<file path="config.mk">
export PLATFORM = sky130hd
export DESIGN_NAME = instr_word_encoder
export DESIGN_NICKNAME = d
export VERILOG_FILES = /design/src/rtl/instr_word_encoder.sv
export SDC_FILE = /design/constraint.sdc
export NUM_CORES = 1
export LEC_CHECK = 0
export CAP_MARGIN = 0
export CORE_ASPECT_RATIO = 0.7
export CORE_MARGIN = 4
export CORE_UTILIZATION = 44
export DETAILED_ROUTE_END_ITERATION = 16
export GPL_ROUTABILITY_DRIVEN = 0
export PLACE_DENSITY = 0.87
export SYNTH_ARGS = -nofsm -noshare
export SYNTH_HDL_FRONTEND = slang
export SYNTH_SLANG_ARGS = --single-unit
</file>
<file path="constraint.sdc">
create_clock -name clk -period 2.4 [get_ports clk]
set_input_delay 0.72 -clock clk [delete_from_list [all_inputs] [get_ports clk]]
set_output_delay 0.72 -clock clk [all_outputs]
set_load 0.05 [all_outputs]
</file>
<file path="src/rtl/instr_word_encoder.sv">
// Builds RV32 R-type / ADDI words from ALU operation requests and streams them into imem from word 0.
// Optional INSTR_ENC_NOP_PAD_EN: after the last request, fill the remaining words with NOP.
module instr_word_encoder #(
   parameter int unsigned ADDR_W = 8,
   parameter int unsigned DEPTH  = 256
) (
   input  logic              clk,
   input  logic              rst_n,
   input  logic              start,
   input  logic              req_valid,
   output logic              req_ready,
   input  logic              req_last,
   input  logic [3:0]        req_alu_op,
   input  logic              req_is_imm,
   input  logic [4:0]        req_rd,
   input  logic [4:0]        req_rs1,
   input  logic [4:0]        req_rs2,
   input  logic [11:0]       req_imm,
   output logic              imem_we,
   output logic [ADDR_W-1:0] imem_addr,
   output logic [31:0]       imem_wdata,
   output logic              busy,
   output logic              done,
   output logic              full,
   output logic              illegal,
   output logic [ADDR_W:0]   word_count
);

   localparam int unsigned      CNT_W    = ADDR_W + 1;
   localparam logic [CNT_W-1:0] DEPTH_C  = CNT_W'(DEPTH);
   localparam logic [31:0]      NOP_WORD = 32'h0000_0013;
   localparam logic [3:0]       OP_ADD   = 4'b0010;
   localparam logic [3:0]       OP_SUB   = 4'b0100;

`ifdef INSTR_ENC_NOP_PAD_EN
   typedef enum logic [1:0] {S_IDLE, S_LOAD, S_PAD, S_DONE} state_e;
`else
   typedef enum logic [1:0] {S_IDLE, S_LOAD, S_DONE} state_e;
`endif

   state_e             state_q, state_d;
   logic [CNT_W-1:0]   word_count_q, word_count_d;
   logic [ADDR_W-1:0]  imem_addr_q, imem_addr_d;
   logic [31:0]        imem_wdata_q, imem_wdata_d;
   logic               imem_we_q, imem_we_d;
   logic               busy_q, busy_d;
   logic               done_q, done_d;
   logic               full_q, full_d;
   logic               illegal_q, illegal_d;

   logic               req_legal;
   logic [2:0]         funct3;
   logic [6:0]         funct7;
   logic [31:0]        enc_word;
   logic               accept;
   logic [CNT_W-1:0]   count_inc;

   // Instruction encoding for the presented request
   always_comb begin
      funct3    = 3'd0;
      funct7    = (req_alu_op == OP_SUB) ? 7'h20 : 7'h00;
      req_legal = !req_alu_op[3] && (!req_is_imm || (req_alu_op == OP_ADD));
      case (req_alu_op[2:0])
         3'd0:    funct3 = 3'd7;
         3'd1:    funct3 = 3'd6;
         3'd2:    funct3 = 3'd0;
         3'd3:    funct3 = 3'd1;
         3'd4:    funct3 = 3'd0;
         3'd5:    funct3 = 3'd5;
         3'd6:    funct3 = 3'd2;
         default: funct3 = 3'd4;
      endcase
      if (req_is_imm)
         enc_word = {req_imm, req_rs1, 3'b000, req_rd, 7'h13};
      else
         enc_word = {funct7, req_rs2, req_rs1, funct3, req_rd, 7'h33};
   end

   assign req_ready = (state_q == S_LOAD) && (word_count_q < DEPTH_C);
   assign accept    = req_valid && req_ready;
   assign count_inc = word_count_q + CNT_W'(1);

   // Next-state and registered-output logic; the write pointer is the low bits of word_count
   always_comb begin
      state_d      = state_q;
      word_count_d = word_count_q;
      imem_we_d    = 1'b0;
      imem_addr_d  = imem_addr_q;
      imem_wdata_d = imem_wdata_q;
      done_d       = done_q;
      full_d       = full_q;
      illegal_d    = 1'b0;
      case (state_q)
         S_IDLE, S_DONE: begin
            if (start) begin
               state_d      = S_LOAD;
               word_count_d = '0;
               done_d       = 1'b0;
               full_d       = 1'b0;
            end else if (state_q == S_DONE) begin
               done_d = 1'b1;
            end
         end
         S_LOAD: begin
            if (accept) begin
               if (req_legal) begin
                  imem_we_d    = 1'b1;
                  imem_addr_d  = word_count_q[ADDR_W-1:0];
                  imem_wdata_d = enc_word;
                  word_count_d = count_inc;
               end else begin
                  illegal_d = 1'b1;
               end
               if (req_last) begin
`ifdef INSTR_ENC_NOP_PAD_EN
                  state_d = (word_count_d < DEPTH_C) ? S_PAD : S_DONE;
`else
                  state_d = S_DONE;
`endif
               end else if (word_count_d == DEPTH_C) begin
                  full_d  = 1'b1;
                  state_d = S_DONE;
               end
            end
         end
`ifdef INSTR_ENC_NOP_PAD_EN
         S_PAD: begin
            imem_we_d    = 1'b1;
            imem_addr_d  = word_count_q[ADDR_W-1:0];
            imem_wdata_d = NOP_WORD;
            word_count_d = count_inc;
            if (count_inc == DEPTH_C) state_d = S_DONE;
         end
`endif
         default: state_d = S_IDLE;
      endcase
      busy_d = (state_d != S_IDLE) && (state_d != S_DONE);
   end

   always_ff @(posedge clk or negedge rst_n) begin
      if (!rst_n) begin
         state_q      <= S_IDLE;
         word_count_q <= '0;
         imem_we_q    <= 1'b0;
         imem_addr_q  <= '0;
         imem_wdata_q <= '0;
         busy_q       <= 1'b0;
         done_q       <= 1'b0;
         full_q       <= 1'b0;
         illegal_q    <= 1'b0;
      end else begin
         state_q      <= state_d;
         word_count_q <= word_count_d;
         imem_we_q    <= imem_we_d;
         imem_addr_q  <= imem_addr_d;
         imem_wdata_q <= imem_wdata_d;
         busy_q       <= busy_d;
         done_q       <= done_d;
         full_q       <= full_d;
         illegal_q    <= illegal_d;
      end
   end

   assign imem_we    = imem_we_q;
   assign imem_addr  = imem_addr_q;
   assign imem_wdata = imem_wdata_q;
   assign busy       = busy_q;
   assign done       = done_q;
   assign full       = full_q;
   assign illegal    = illegal_q;
   assign word_count = word_count_q;

endmodule

</file>
# After elaboration in Yosys (flattened, before gate mapping)
# Cells that the tools add are included.
# Widths: inputs -> output; s select.
totals:
  register_bits: 56
  in_bits: 37
  out_inout_bits: 55
  elab_cells: 72
op_classes:
  addsub: 1
  order_cmp: 1
  n_eq_ne: 16
  mux: 27
  reduce_logical: 18
op_table:
  columns: ["op", "count"]
  rows:
  - ["$mux 9", 5]
  - ["$mux 32", 1]
  - ["$pmux 3 s6", 1]
  - ["$pmux 9 s2", 1]
  - ["$mux 1", 12]
  - ["$add 9x1->9 const B", 1]
  - ["$eq 3x3->1 const B", 3]
  - ["$eq 9x9->1 const B", 1]
  - ["$lt 9x9->1 const B", 1]
  - ["$mux 2", 4]
  - ["$ne 2x2->1 const B", 4]
  - ["$eq 3x2->1 const B", 2]
  - ["$mux 6", 1]
  - ["$reduce_and 3->1", 2]
  - ["$reduce_bool 2->1", 3]
  - ["$reduce_and 5->1", 1]
  - ["$eq 4x2->1 const B", 1]
  - ["$eq 4x3->1 const B", 1]
  - ["$logic_and 1x1->1", 4]
  - ["$pmux 2 s2", 1]
  - ["$reduce_or 2->1", 2]
  - ["$eq 3x1->1 const B", 1]
  - ["$logic_not 3->1", 1]
  - ["$eq 2x1->1 const B", 1]
  - ["7 further kinds", 8]

# Depth between registers and ports, before layout
# Gate-level depths: netlist (run 1).
depth:
  ltp_word: 13
  ltp_mapped: 9
  ltp_nobuf: 7

# Worst setup path before layout (run 1)
# OpenSTA, ideal clock, no wires.
synth_timing:
  kind: "register -> register"
  from: "reg word_count_q[8], in the netlist word_count[8]"
  to: "reg imem_wdata_q[5], in the netlist imem_wdata[5]"
  setup_ns: 0.136
  t_arrival_ns: 2.233
  required_ns: 2.264
  setup_slack_ns: 0.031
  path_stages_with_launch: 9
  n_path_buf: 3
  synth_period_minus_slack_ns: 2.369
  cell_sequence: "dfrtp_1 -> nor3_2 -> and2_1 -> buf_2 -> nand2_1 -> buf_2 -> buf_2 -> nand2_1 -> o21ai_0"
synth_via:
  elab_chain_cells: 4
synth_rtl:
  columns: ["item", "line_no", "rtl"]
  rows:
  - ["from (decl)", "42", "logic [CNT_W-1:0] word_count_q, word_count_d;"]
  - ["from (signal assigned)", "153", "word_count_q <= word_count_d;"]
  - ["$lt 9x9->1", "79", "assign req_ready = (state_q == S_LOAD) && (word_count_q < DEPTH_C);"]
  - ["$logic_and 1x1->1", "79", null]
  - ["net req_ready", "11", "output logic req_ready,"]
  - ["$logic_and 1x1->1", "80", "assign accept = req_valid && req_ready;"]
  - ["$reduce_and 3->1 (no line)", null, null]
  - ["to (signal assigned)", "156", "imem_wdata_q <= imem_wdata_d;"]
  - ["to (decl)", "44", "logic [31:0] imem_wdata_q, imem_wdata_d;"]
# The timed path passes the listed nets, and every way through them passes these cells.
# A chain may end at the register's enable or synchronous reset.

# Worst setup path in the final report (run 1)
layout_timing:
  from: "reg word_count_q[7], in the netlist word_count[7]"
  to: "out word_count[7]"
layout_lines:
  columns: ["item", "line_no", "rtl"]
  rows:
  - ["to (decl)", "26", "output logic [ADDR_W:0] word_count"]
# No word-level cell between the ends.

==> flow_metrics.tcl, run 1 <==
set metrics [dict create \
    hpwl_um 4647 \
    cts_tree "done" \
    r2r_start "word_count[1]" \
    syn_avg_cell_area_um2 9.618 \
    wl_per_cell_um 14.30 \
    netSwitchingFraction_pct 45.26 \
    drt_iter0_markers 187 \
    wl_um 6079 \
    worstMarginPinSlew_ns 0.6642 \
    layout_min_cycle_time_ns 2.346 \
    grt_pass1_wl_um 9784 \
    grt_pass1_vias 2113 \
    final_cell_area_um2 3598 \
    period_share_pct 97.74 \
    synthDistinctLibCells 41 \
    pin_count 92 \
    cp_slowest_cell "clkdlybuf4s50_1" \
    dieHeight_um 69.35 \
    clock-sinks 51 \
    worst_ep_arrival_time_ns 1.63 \
    clock-root-buffer "clkbuf_8" \
    ant_nets 0 \
    syn_inst 246 \
    row_count 22 \
    cts_buffers 5 \
    crit_family "buffers and inverters" \
    synth_area_um2 2366 \
    setup_viol 0 \
    reg2reg_depth 8 \
    antennaDiodeCount 0 \
    start_kind "flip-flop" \
    power.internal_uw 2260 \
    required_ns 1.68 \
    h-tree-depth 2 \
    fin_util_pct 68.80 \
    p_comb_share_pct 52.5 \
    crit_path_max_fanout 5 \
    insertion_delay_ns 0.30 \
    io_buffers 88 \
    r2r-end "state_q[0]" \
    layout.cells.non_filler 425 \
    core_um2 5230 \
    clk_pin_slew_worst_paths_ns 0.09 \
    grt_max_degree 31 \
    critPathBufInv 1 \
    clock.fmax_mhz 426.3 \
    path_cells "clkdlybuf4s50_1" \
    synth_top_area_cell "dfrtp_1" \
    status "finished, final reports clean" \
    rsz0062_at_grt "false" \
    gr-total-overflow 0 \
    finClkSkew_ns 0.005387 \
    drv_cap 0 \
    rrSetupSlack_ns 0.41 \
    cts.hold.buffers_added 0 \
    viasPerCell 5.054 \
    drc 0 \
    hold_class "in -> async" \
    synth-seq-cells 51 \
    initial_core_util_pct 45.24 \
    synth-seq-area-share_pct 53.94 \
    peakVddDrop_mv 0.7001 \
    ctsLongestPathBuffers 2 \
    criticalPathCategory "reg -> out" \
    p_per_area_nw_per_um2 1147 \
    synthTopCellsByArea "dfrtp_1, nand2_1, o21ai_0, mux2_2, mux2i_1" \
    max_stage_delay_ns 0.85 \
    antenna_found_initial 0 \
    grt_use_total_pct 18.59 \
    hold_violations 0 \
    area_growth_pct 52.09 \
    fillers 426 \
    vias 2148 \
    p_leak_uw 0.001636 \
    switching_power_uw 1868 \
    slew_headroom_pct 55.72 \
    place_area_um2 3441 \
    setup_tns_ns 0 \
    sequentialPowerShare_pct 30.7 \
    power_uw 4128 \
    dp_cells 416 \
    fin_nets 390 \
    drtPass1Iterations 4 \
    p_clk_share_pct 16.8 \
    drive_above_1_share_pct 16.43 \
    yosys_warnings 0 \
    die_width_um 95.65 \
    slew_viol_final 0 \
    synth_top_area_share_pct 53.94 \
    die_area_um2 6633 \
    worst_setup_path_end_kind "output pin" \
]
## cell families (layout without fill, tap and decap cells)
kind of cell / count (synthesis) / after routing / share of synthesized area (%)
AOI/OAI and AO/OA: 48 / 48 / 12.74
adders and majority gates: 1 / 1 / 0.5287
and+or+nand+nor: 109 / 109 / 21.31
DFF: 51 / 51 / 53.94
other: 1 / 3 / 0.1585
buffers and inverters: 20 / 125 / 4.389
muxes: 12 / 12 / 5.447
xor gates and xnor gates: 4 / 4 / 1.481
## repair_timing
action / in CTS / in global routing
setup endpoints to repair: 11 / 5
pin swaps: 1 / 4
gates resized for setup: 4 / 4
buffers inserted: 0 / 1
## per-stage QoR
step / hold slack [ns] / worst slack [ns]
after floorplan: 0.4244 / 0.03120
final: 0.4415 / 0.05430
after global routing: 0.4932 / 0.01014
after CTS: 0.4702 / 0.01700
after global placement: 0.4466 / -0.3375
after detailed placement: 0.4555 / -0.4252
## synth_stat cells
library cell   n
o2111ai_2      1
mux2i_1        5
clkinv_1       1
nand2_1       69
o32ai_1        1
o32a_1         1
o21ai_0       23
nor4b_4        1
nand3_1       10
buf_2          8
nor3_2         1
o21a_1         2
or3b_2         1
or4b_4         1
and3_1         2
a21oi_1        8
inv_1          3
dfrtp_1       51
nand2b_1       3
nor4b_1        1
nor4_1         1
nand2_2        1
clkbuf_1       3
or2_2          1
o211ai_1       1
xnor2_1        4
o21ai_1        1
and2_1         1
o32ai_2        1
nor2_1        10
o31ai_1        4
o41ai_1        2
conb_1         1
ha_1           1
mux2_2         7
nor3_1         2
a211oi_1       2
nor2b_1        3
nor3b_1        1
a31oi_1        1
buf_4          5
## power groups by stage
stage / registers [µW] / clock network (µW) / logic [µW]
2_1_floorplan: 2180 / 0 / 486
3_5_place_dp: 1290 / 0 / 2180
4_1_cts: 1270 / 714 / 2180
3_3_place_gp: 1280 / 0 / 2140
6_report: 1270 / 696 / 2170
5_1_grt: 1300 / 754 / 2290
## layer usage
| metal | global-route usage, % | share of wire [%] | vias to the layer above |
|---|---|---|---|
| met3 | 4.881 | 9.7 | 4 |
| met2 | 28.27 | 47 | 94 |
| met5 | 0 | 0 | - |
| li1 | - | - | 1044 |
| met4 | 4.574 | 0.74 | 0 |
| met1 | 26.42 | 42 | 1006 |
## cell type report
class	instances	area, µm²	area share, %
Multi-Input combinational cell	177	1008	28.03
Tap cell	72	90.09	2.503
Sequential cell	51	1276	35.47
Inverter	4	15.01	0.4172
Timing Repair Buffer	113	1072	29.80
Clock inverter	3	67.56	1.878
Clock buffer	5	68.82	1.912
## flip-flops by register name (all words and copies together), names as in the netlist
signal,count
imem_wdata,27
busy,1
imem_addr,8
imem_we,1
done,1
full,1
word_count,9
state_q,2
illegal,1
## cell usage in the layout (no fill, tap or decap), types with 3 or more instances in the layout
cell / count
nor2b_1: 3
o31ai_1: 4
inv_1: 3
nand3_1: 10
nor2_1: 9
clkbuf_8: 5
clkdlybuf4s50_1: 77
a21oi_1: 8
dlygate4sd2_1: 3
nand2b_1: 3
o21ai_0: 22
buf_4: 29
mux2_2: 7
mux2i_1: 5
dfrtp_1: 51
nand2_1: 69
conb_1: 3
xnor2_1: 4
## worst register-to-register path: cells and delay by family (launching register included)
kind	cells	cell delay, ns
and+or+nand+nor	2	0.25
AOI/OAI and AO/OA	4	0.71
adders and majority gates	1	0.25
buffers and inverters	1	0.19
DFF	1	0.49
## worst max path at each step
stage,startpoint,endpoint,cells after the start
4_1_cts,req_alu_op[3],state_q[0],7
3_5_place_dp,req_alu_op[2],state_q[0],7
6_report,word_count[7],word_count[7],1
2_1_floorplan,word_count[8],imem_wdata[5],8
5_1_grt,word_count[7],word_count[7],1
3_3_place_gp,req_alu_op[2],busy,7
Note: power is estimated with default switching activity, not from simulation.
==> run 2, diff against run 1 <==
--- a/config.mk
+++ b/config.mk
@@ -12,6 +12,7 @@
 export DETAILED_ROUTE_END_ITERATION = 16
 export GPL_ROUTABILITY_DRIVEN = 0
 export PLACE_DENSITY = 0.87
+export SETUP_SLACK_MARGIN = 0.15
 export SYNTH_ARGS = -nofsm -noshare
 export SYNTH_HDL_FRONTEND = slang
 export SYNTH_SLANG_ARGS = --single-unit
==> flow_metrics.tcl, run 2 (same netlist as run 1, synthesis figures left out) <==
set metrics [dict create \
    worst_ep_arrival_time_ns 1.49 \
    rsz0062_at_grt "false" \
    cts_tree "done" \
    wl_per_cell_um 14.75 \
    path_cells "clkdlybuf4s50_1" \
    pin_count 92 \
    dp_cells 411 \
    cts.hold.buffers_added 0 \
    worst_setup_path_end_kind "output pin" \
    p_per_area_nw_per_um2 1111 \
    layout_commonest_cell "nand2_1" \
    hold_class "in -> async" \
    peakVddDrop_mv 0.8108 \
    criticalPathCategory "reg -> out" \
    dieHeight_um 69.35 \
    start_kind "flip-flop" \
    critPathBufInv 1 \
    die_width_um 95.65 \
    clock-root-buffer "clkbuf_8" \
    highest_layer "met4" \
    finClkSkew_ns 0.004585 \
    ctsLongestPathBuffers 2 \
    grt_pass1_wl_um 9949 \
    initial_core_util_pct 45.24 \
    viasPerCell 5.114 \
    io_buffers 88 \
    clock-sinks 51 \
    setup_viol 0 \
    cts_buffers 5 \
    core_um2 5230 \
    clock.fmax_mhz 452.9 \
    hold_ws_ns 0.3881 \
    slew_viol_final 0 \
    layout_common_cells "nand2_1, clkdlybuf4s50_1, dfrtp_1" \
    wl_met2_um 2815 \
    clk_pin_slew_worst_paths_ns 0.09 \
    largest_reg_flops 27 \
    hpwl_um 4615 \
    drv_cap 0 \
    crit_family "buffers and inverters" \
    max_stage_delay_ns 0.82 \
    slew_headroom_pct 63.69 \
    insertion_delay_ns 0.30 \
    drc 0 \
    grt_max_degree 31 \
    status "finished, final reports clean" \
    met3WireLength_um 592 \
    p_leak_uw 0.001689 \
    wl_um 6193 \
    required_ns 1.68 \
    grt_use_total_pct 19.02 \
    drive_above_1_share_pct 17.24 \
    worstMarginPinSlew_ns 0.5446 \
    hold_violations 0 \
    h-tree-depth 2 \
    period_share_pct 92.00 \
    vias 2148 \
    area_growth_pct 50.56 \
    cp_slowest_cell "clkdlybuf4s50_1" \
    drt_iter0_markers 101 \
    antennaDiodeCount 0 \
    fin_nets 385 \
    layout.cells.non_filler 420 \
    m1WireLength_um 2656 \
    layout_min_cycle_time_ns 2.208 \
    grt_pass1_vias 2118 \
    antenna_found_initial 0 \
    die_area_um2 6633 \
    fin_util_pct 68.11 \
    ant_nets 0 \
    row_count 22 \
    gr-total-overflow 0 \
    crit_path_max_fanout 2 \
    drtPass1Iterations 4 \
]
==> run 2: report_power, final <==
group | switching [µW] | total (µW) | leakage (µW) | internal, µW
logic | 1430 | 2140 | 0.000971 | 711
clock network | 271 | 535 | 0.0000515 | 263
registers | 160 | 1280 | 0.000667 | 1120
==> run 2: final cells by class <==
class | instances | area (µm²)
inverters | 4 | 15.01
repair buffers | 108 | 1045
fillers | 452 | 1668
multi-input cells | 177 | 1036
clock buffers | 8 | 100.1
flip-flops and latches | 51 | 1276
well taps | 72 | 90.09
==> run 2: final timing paths <==
kind                           startpoint        endpoint  slack [ns]  depth (start not counted)
min reg2reg                imem_wdata[29]  imem_wdata[29]        0.47                          2
min in group clk           imem_wdata[29]  imem_wdata[29]        0.47                          2
max reg2reg                 word_count[0]      state_q[0]        0.40                          7
max in group asynchronous           rst_n   word_count[1]        1.47                          2
min                                 rst_n  imem_wdata[21]        0.39                          1
max                          imem_addr[5]    imem_addr[5]        0.19                          1
==> run 2: layer usage <==
layer / global-route usage, % / vias up
li1: - / 1030
met1: 25.33 / 1008
met2: 29.12 / 97
met3: 5.640 / 13
met4: 7.098 / 0
met5: 0 / -
==> run 2: what timing repair did <==
item	4_1_cts	5_1_grt
endpoints found under the setup margin	44	15
gates resized for setup	8	25
setup buffers	0	1
gates cloned	0	0
pin swaps	3	9
endpoints found under the hold margin	0	0
==> run 2: stage by stage <==
stage	setup TNS, ns	cell area [µm²]	power (µW)	setup slack (ns)
floorplan	0	2380	2673	0.2496
global placement	-8.342	3425	3410	-0.3258
detailed placement	-11.90	3425	3454	-0.4351
CTS	0	3521	3988	0.1665
global route	0	3562	4164	0.1480
finish	0	3562	3959	0.1919
==> run 3, diff against run 2 <==
--- a/config.mk
+++ b/config.mk
@@ -11,7 +11,7 @@
 export CORE_UTILIZATION = 44
 export DETAILED_ROUTE_END_ITERATION = 16
 export GPL_ROUTABILITY_DRIVEN = 0
-export PLACE_DENSITY = 0.87
+export PLACE_DENSITY = 0.81
 export SETUP_SLACK_MARGIN = 0.15
 export SYNTH_ARGS = -nofsm -noshare
 export SYNTH_HDL_FRONTEND = slang
==> flow_metrics.tcl, run 3 (same netlist as run 1, synthesis figures left out) <==
set metrics [dict create \
    antenna_found_initial 0 \
    area_growth_pct 51.19 \
    gr-total-overflow 0 \
    p_per_area_nw_per_um2 1107 \
    dp_slack_ns -0.4130 \
    status "finished, final reports clean" \
    grt_use_total_pct 19.06 \
    hold_violations 0 \
    die_area_um2 6633 \
    drv_cap 0 \
    cp_slowest_cell "clkdlybuf4s50_1" \
    cts.hold.buffers_added 0 \
    antennaDiodeCount 0 \
    grt_max_degree 52 \
    final_cell_area_um2 3577 \
    required_ns 1.68 \
    clk_pin_slew_worst_paths_ns 0.08 \
    layout_common_cells "nand2_1, clkdlybuf4s50_1, dfrtp_1" \
    clock-root-buffer "clkbuf_8" \
    worst_setup_path_end_kind "output pin" \
    crit_family "buffers and inverters" \
    worst_slack_ns 0.1957 \
    hold_ws_ns 0.4717 \
    initial_core_util_pct 45.24 \
    cts_buffers 5 \
    hold_class "reg -> reg" \
    criticalPathCategory "reg -> out" \
    max_stage_delay_ns 0.81 \
    critPathBufInv 1 \
    drtPass1Iterations 4 \
    drc 0 \
    h-tree-depth 2 \
    wl_um 6150 \
    core_um2 5230 \
    grt_pass1_vias 2099 \
    clock-sinks 51 \
    clock.fmax_mhz 453.7 \
    ctsLongestPathBuffers 2 \
    row_count 22 \
    fin_nets 388 \
    vias 2119 \
    pin_count 92 \
    finClkSkew_ns 0.002432 \
    power.internal_uw 2100 \
    p_clk_share_pct 13.3 \
    die_width_um 95.65 \
    fin_util_pct 68.40 \
    io_buffers 88 \
    crit_path_max_fanout 2 \
    largest_reg_flops 27 \
    insertion_delay_ns 0.30 \
    cts_tree "done" \
    place_area_um2 3430 \
    peakVddDrop_mv 0.6780 \
    drt_iter0_markers 119 \
    worstMarginPinSlew_ns 0.6431 \
    period_share_pct 91.85 \
    setup_viol 0 \
    ant_nets 0 \
    switching_power_uw 1861 \
    slew_headroom_pct 57.13 \
    dieHeight_um 69.35 \
    hpwl_um 4565 \
    rsz0062_at_grt "false" \
    worst_ep_arrival_time_ns 1.48 \
    netSwitchingFraction_pct 46.98 \
    start_kind "flip-flop" \
    layout_min_cycle_time_ns 2.204 \
    slew_viol_final 0 \
    p_leak_uw 0.001667 \
    sequentialPowerShare_pct 32.4 \
    p_comb_share_pct 54.3 \
    grt_pass1_wl_um 9949 \
    drive_above_1_share_pct 17.09 \
    path_cells "clkdlybuf4s50_1" \
    wl_per_cell_um 14.54 \
    viasPerCell 5.009 \
]
run 3: cell types whose count changed in the layout (fill, tap and decap cells not counted), sizes merged:
cell / previous run / this run
clkdlybuf4s50: 66 / 67
clkbuf: 12 / 10
buf: 27 / 29
dlygate4sd2: 3 / 8
dlymetal6s2s: 8 / 4
clkdlybuf4s15: 0 / 1
run 3: final timing paths:
path	from	slack [ns]	endpoint	depth (start not counted)
worst max-delay path	imem_wdata[31]	0.20	imem_wdata[31]	1
worst min-delay path	imem_wdata[27]	0.47	imem_wdata[27]	2
worst max register to register	word_count[0]	0.43	busy	8
worst min register to register	imem_wdata[27]	0.47	imem_wdata[27]	2
max in group asynchronous	rst_n	1.45	done	2
min in group asynchronous	rst_n	0.51	imem_wdata[23]	2
run 3: final cells by class:
type | count | area [µm²]
clock buffer | 8 | 100.1
tap | 72 | 90.09
fill | 429 | 1653
sequential | 51 | 1276
multi-input combinational | 177 | 1041
timing repair buffer | 111 | 1055
inverter | 4 | 15.01
run 3: timing repair:
action                     4_1_cts  5_1_grt
gates resized for setup         13       17
buffers inserted                 0        2
pin swaps                        4        9
setup endpoints to repair       47       12
run 3: power groups by stage:
stage | Sequential (µW) | Combinational [µW] | Clock, µW
floorplan | 2180 | 496 | 0
global placement | 1290 | 2120 | 0
detailed placement | 1300 | 2140 | 0
CTS | 1290 | 2150 | 550
global route | 1330 | 2280 | 580
finish | 1280 | 2150 | 528
run 3: routing by layer:
| layer | GRT usage [%] | wire length (µm) | vias up |
|---|---|---|---|
| met3 | 4.989 | 448 | 8 |
| li1 | - | - | 1040 |
| met5 | 0 | 0 | - |
| met1 | 27.03 | 2856 | 1000 |
| met4 | 6.151 | 61 | 0 |
| met2 | 28.35 | 2783 | 71 |
run 3: through the flow:
step / total power, µW / setup TNS [ns] / instances
floorplan: 2673 / 0 / 248
global placement: 3410 / -10.15 / 413
detailed placement: 3446 / -12.14 / 413
CTS: 3980 / 0 / 421
global route: 4183 / 0 / 423
finish: 3961 / 0 / 423
